File: src/rtl/button_capture.sv
// button_capture: synchronizes and debounces four colour buttons and holds
// the first press in a one-deep event register read/cleared at address ADDR.
//
// Read/acknowledge protocol: a read (mem_addr==ADDR, mem_wren=0) raises
// rd_hit combinationally and presents {overflow, valid, colour} on rd_data
// with no side effect; a write to ADDR is the acknowledge and clears the
// event register on that same edge, while an event arriving on that edge is
// still captured into the freshly cleared register.
module button_capture #(
  parameter int          DEBOUNCE_CYCLES = 16,
  parameter logic [11:0] ADDR            = 12'd7
) (
  input  logic        clock,
  input  logic        reset,
  input  logic [3:0]  btn_raw,
  input  logic [11:0] mem_addr,
  input  logic        mem_wren,
  output logic        rd_hit,
  output logic [31:0] rd_data,
  output logic        press_pending
);

  localparam logic [15:0] CNT_MAX = 16'(DEBOUNCE_CYCLES - 1);

  logic [3:0]  s1;
  logic [3:0]  s2;
  logic [3:0]  stable;
  logic [3:0]  stable_nxt;
  logic [15:0] cnt     [4];
  logic [15:0] cnt_nxt [4];
  logic [3:0]  rise;
  logic [1:0]  winner;
  logic        multi;
  logic        ack;
  logic        ev_valid;
  logic        ev_overflow;
  logic [1:0]  ev_colour;

  // Two-flop synchronizer for the asynchronous button levels.
  always_ff @(posedge clock) begin
    if (reset) begin
      s1 <= 4'b0;
      s2 <= 4'b0;
    end else begin
      s1 <= btn_raw;
      s2 <= s1;
    end
  end

  // Per-button debounce: accept a new level after DEBOUNCE_CYCLES mismatches in a row.
  always_comb begin
    for (int i = 0; i < 4; i++) begin
      stable_nxt[i] = stable[i];
      cnt_nxt[i]    = 16'd0;
      if (s2[i] != stable[i]) begin
        if (cnt[i] == CNT_MAX) begin
          stable_nxt[i] = s2[i];
        end else begin
          cnt_nxt[i] = cnt[i] + 16'd1;
        end
      end
    end
  end

  // Debounce state register.
  always_ff @(posedge clock) begin
    if (reset) begin
      stable <= 4'b0;
      for (int i = 0; i < 4; i++) cnt[i] <= 16'd0;
    end else begin
      stable <= stable_nxt;
      for (int i = 0; i < 4; i++) cnt[i] <= cnt_nxt[i];
    end
  end

  // Press events, lowest index wins, and detection of simultaneous presses.
  always_comb begin
    rise   = stable_nxt & ~stable;
    multi  = |(rise & (rise - 4'd1));
    winner = 2'd0;
    for (int i = 3; i >= 0; i--) begin
      if (rise[i]) winner = 2'(i);
    end
  end

  assign ack = mem_wren && (mem_addr == ADDR);

  // Event register: acknowledge clears first, then any event lands on top.
  always_ff @(posedge clock) begin
    if (reset) begin
      ev_valid    <= 1'b0;
      ev_overflow <= 1'b0;
      ev_colour   <= 2'd0;
    end else if (rise != 4'b0) begin
      if (ev_valid && !ack) begin
        ev_overflow <= 1'b1;
      end else begin
        ev_valid    <= 1'b1;
        ev_colour   <= winner;
        ev_overflow <= multi;
      end
    end else if (ack) begin
      ev_valid    <= 1'b0;
      ev_overflow <= 1'b0;
      ev_colour   <= 2'd0;
    end
  end

  // Zero-latency read decode and read data.
  always_comb begin
    rd_hit  = (mem_addr == ADDR) && !mem_wren;
    rd_data = {28'd0, ev_overflow, ev_valid, ev_colour};
  end

  assign press_pending = ev_valid;

endmodule

File: config.mk
export PLATFORM = sky130hd
export DESIGN_NAME = button_capture
export DESIGN_NICKNAME = d
export VERILOG_FILES = /design/src/rtl/button_capture.sv
export SDC_FILE = /design/constraint.sdc
export NUM_CORES = 1
export LEC_CHECK = 0
export ABC_CLOCK_PERIOD_IN_PS = 2200
export BUFFER_PORTS_ARGS = -buffer_cell sky130_fd_sc_hd__buf_2
export CAP_MARGIN = 30
export CELL_PAD_IN_SITES_DETAIL_PLACEMENT = 0
export CELL_PAD_IN_SITES_GLOBAL_PLACEMENT = 2
export CORE_MARGIN = 3
export CORE_UTILIZATION = 35
export DETAILED_ROUTE_END_ITERATION = 10
export PLACE_DENSITY_LB_ADDON = 0.1
export SLEW_MARGIN = 15
export SYNTH_ARGS = -nofsm -noshare
export SYNTH_HDL_FRONTEND = slang
export SYNTH_SLANG_ARGS = --single-unit
File: constraint.sdc
create_clock -name clock -period 2.2 [get_ports clock]
set_input_delay 0.33 -clock clock [delete_from_list [all_inputs] [get_ports clock]]
set_output_delay 0.33 -clock clock [all_outputs]
set_load 0.02 [all_outputs]
## Word-level counts from Yosys, hierarchy flattened

Memory sizes are Yosys's and may differ from the RTL's.
Index checks and enable logic that the tools add are counted.
Widths: inputs -> output; s select.

- Add/subtract/negate cells: 5
- Equality and inequality tests: 10
- Muxes and demuxes: 35
- Bitwise gates (word level): 7
- Reductions and logical operators: 9

Operators by type and width:

| cell | count |
|---|---|
| $mux 16 | 12 |
| $add 16x1->16 const B | 4 |
| $eq 16x4->1 const B | 4 |
| $mux 1 | 16 |
| $mux 2 | 7 |
| $eq 12x3->1 const B | 1 |
| $and 4x4->4 | 2 |
| $ne 1x1->1 | 4 |
| $not 4->4 | 1 |
| $or 1x1->1 | 4 |
| $reduce_bool 4->1 | 1 |
| $reduce_or 4->1 | 1 |
| $sub 4x1->4 const B | 1 |
| $logic_and 1x1->1 | 3 |
| $logic_not 1->1 | 2 |
| $ne 2x2->1 const B | 1 |
| $reduce_and 2->1 | 1 |
| $reduce_bool 2->1 | 1 |

- Register bits after elaboration: 16
- RAM bits: 64
- Output and inout bits: 34
- Word-level logic and storage cells: 73
- Memories kept: 1

Memories:

| name | words | width | rd ports | clocked after Yosys merged registers in | wr ports | RTL line | text |
|---|---|---|---|---|---|---|---|
| cnt | 4 | 16 | 4 | 0 | 4 | 29 | `logic [15:0] cnt [4];` |

## Logic depth before layout (Yosys ltp)

An unclocked memory read counts as a cell.

- Depth in word-level cells: 11
- Mapped depth: 8

## Least setup slack after synthesis

Ideal clock, no wire load.

- Path type: reg-to-reg
- Start: mem cnt[3][0]
- End: mem cnt[3][8]
- Data arrival time: 1.731 ns
- Data required time: 2.138 ns
- Setup slack: 0.407 ns
- Cell stages (with the launch flop): 9
- Buffers on the path: 3
- Clock period less this slack: 1.793 ns
- Cell sequence: dfxtp_1 ha_1 and3_4 and4_1 buf_6 or3_1 buf_6 buf_12 nor2_4

RTL lines:

| item | RTL line |
|---|---|
| start: declaration | 29 |

==> flow_summary.ini <==
[clock_tree]
cts_resized = 0
cts.path.max_buffers = 2
cts-htree-levels = 3
cts_setup_buffers = 0
clockRootBuffer = clkbuf_8
holdBufCountCts = 0
cts_buffers = 9
clock-sinks = 80
tritoncts = yes
clkTransAtPathRegs_ps = 90
insertion_delay_ps = 350

[die]
dieWidth_um = 109
core_area_mm2 = 0.0100
die_area_mm2 = 0.0118
start_util_pct = 36.9
num_io_pins = 53
die_h_um = 109
rows = 36

[power_and_ir_drop]
ir_drop_mv = 0.320
p_leak_nw = 1.44
power.total_mw = 2.74
power_density_mw_per_mm2 = 681

[synthesis]
synth_top_area_share_pct = 43.4
synth.distinct_cells = 42
post_synth.cell_area_avg_um2 = 9.09
synth_xor_xnor_area_share_pct = 13.5
yosysSeqAreaShare_pct = 43.4
ys.flop_type = dfxtp_1
synth-simple-area-share_pct = 28.3
yosysTopAreaCell = dfxtp_1
synthTopCellsByArea = dfxtp_1 (43%), xor2_1 (7.1%), nor2_1 (6.7%)
synth_top_family_by_area = simple AND/OR/NAND/NOR gates
syn_inst = 406
ys_warn_count = 0
synth_compound_area_share_pct = 3.59
syn_area_mm2 = 0.00369
synthAdderAreaFrac_pct = 1.36
muxShareOfSynthArea_pct = 1.36
synth_enable_flop_cells = 0
ys_async_sr_fraction_pct = 0
ys_seq_elements = 80

[timing]
fin_crit_sh_pct = 86.0
tightest_slew_ps = 551
finalSetupViolCount = 0
rsz0062_at_grt = no
period_needed_ps = 1890
tns_ps = 0
skew_ps = 12.0
max_freq_mhz = 529
drv_slew = 0
slew_headroom_pct = 63.2
hold_viol = 0

[global_routing]
grt_pass1_wl_um = 11300
grt_usage_pct = 11.9
antenna_found_initial = 0
grt_pass1_vias = 2471
grt.overflow.total = 0
grt_max_degree = 23

[placed_design]
gp_congestion = 0.690
place_hpwl_um = 4600
port_buffers = 24

[layout]
fin_nets = 455
layout_commonest_cell = dfxtp_1
layout_common_cells = dfxtp_1 (80), nor2_1 (66), xor2_1 (30), conb_1 (28), xnor2_1 (27)
n_antenna_cell = 0
area_delta_synth_final_pct = 9.15
drive_gt1_share_pct = 13.8

[route]
ant_nets = 0
drc_errors = 0
drt-pass1-iter-count = 4
postRouteWirelength_um = 6470
detailroute.via_count = 2585
avgRoutedWirePerCell_um = 11.4
avgViaCountPerCell = 4.54
initialDrtViolationCount = 56

[flow_run]
cap_viol_max_count = 0

[setup_path]
cp_slowest_stage_delay_ps = 600
cp_top_family = simple AND/OR/NAND/NOR gates
endpoint_kind = register
worst-path-max-fanout = 16
required_ps = 2470
worstPathCellList = ha_1, and3_1, and4_4, or3_1, nor2_1
worst-path-buf-inv = 0
slowest_stage = or3_1
path_class = reg -> reg
cp.arrival_ps = 2160
start_kind = register

[outcome]
status = completed

[min_path]
holdCritPathClass = in -> reg
==> per-layer routing <==
layer	wire (um)	track usage [%]	part of all wire (%)
met3	252	3.49	3.9
met4	67	4.33	1.0
met1	3260	15.8	50
met5	0	0	0
met2	2890	18.2	45
==> cell usage after synthesis, types with 2 or more instances <==
cell and instances:
o211ai_1 3, a21oi_1 5, nor2_4 8, xor2_1 30
o21ai_0 3, and4_1 2, nand4_1 10, ha_1 4
clkbuf_1 5, or3_1 4, buf_4 30, nor4_1 13
nor2_2 2, inv_1 5, nor3_1 5, nor2_1 66
nand2b_1 4, xnor2_1 27, buf_6 2, nor2b_1 10
and3_1 19, dfxtp_1 80, nand2_1 24, mux2i_1 5
nand3_1 23
==> cell families (layout without fill, tap and decap cells) <==
logic type / after synthesis / in the layout
other: 1 / 28
AOI/OAI and AO/OA: 18 / 18
xor gates and xnor gates: 57 / 57
and+or+nand+nor: 197 / 197
buffers and inverters: 44 / 47
adders and majority gates: 4 / 4
muxes: 5 / 5
DFF: 80 / 80
==> where the power goes <==
group / switching, mW / leakage (nW) / internal [mW]
Clock: 0.526 / 0.108 / 0.664
Combinational: 0.0710 / 0.687 / 0.0217
Sequential: 0.00541 / 0.646 / 1.46
Total: 0.602 / 1.44 / 2.14
==> layout make-up <==
class	count	area (um2)
Fill cell	1045	5970
Timing Repair Buffer	27	143
Tap cell	133	166
Clock inverter	5	81.3
Clock buffer	10	138
Sequential cell	80	1600
Multi-Input combinational cell	309	1880
Inverter	5	18.8
==> path summary, 6_finish.rpt <==
path	startpoint	cells past startpoint	endpoint	slack [ps]
max	cnt[1][0]$_SDFF_PP0_	5	cnt[1][14]$_SDFF_PP0_	310
min	btn_raw[1]	2	s1[1]$_SDFF_PP0_	180
max reg2reg	cnt[1][0]$_SDFF_PP0_	5	cnt[1][14]$_SDFF_PP0_	310
min reg2reg	s1[0]$_SDFF_PP0_	1	s2[0]$_SDFF_PP0_	450
==> through the flow <==
step                area [um2]  hold WS [ps]  worst slack [ps]  std cells  util (%)
floorplan                 3790           414               407        433         -
finish                    4030           181               309        569      40.3
detailed placement        3810           432               314        554      38.1
global placement          3810           430               329        554      38.1
global route              4030           182               135        569      40.3
CTS                       4030           170               279        569      40.3
==> worst reg2reg max path, cell delays in order, from the launching register on <==
cell and delay [ps]:
dfxtp_1 340, ha_1 230, and3_1 240, and4_4 220
or3_1 600, nor2_1 190
==> sequential cells by signal, indices dropped and copies added, names as in the netlist <==
register       flops
ev_colour          2
s1                 4
stable             4
s2                 4
press_pending      1
cnt               64
ev_overflow        1
No activity file was read; power rests on OpenSTA's default activity.
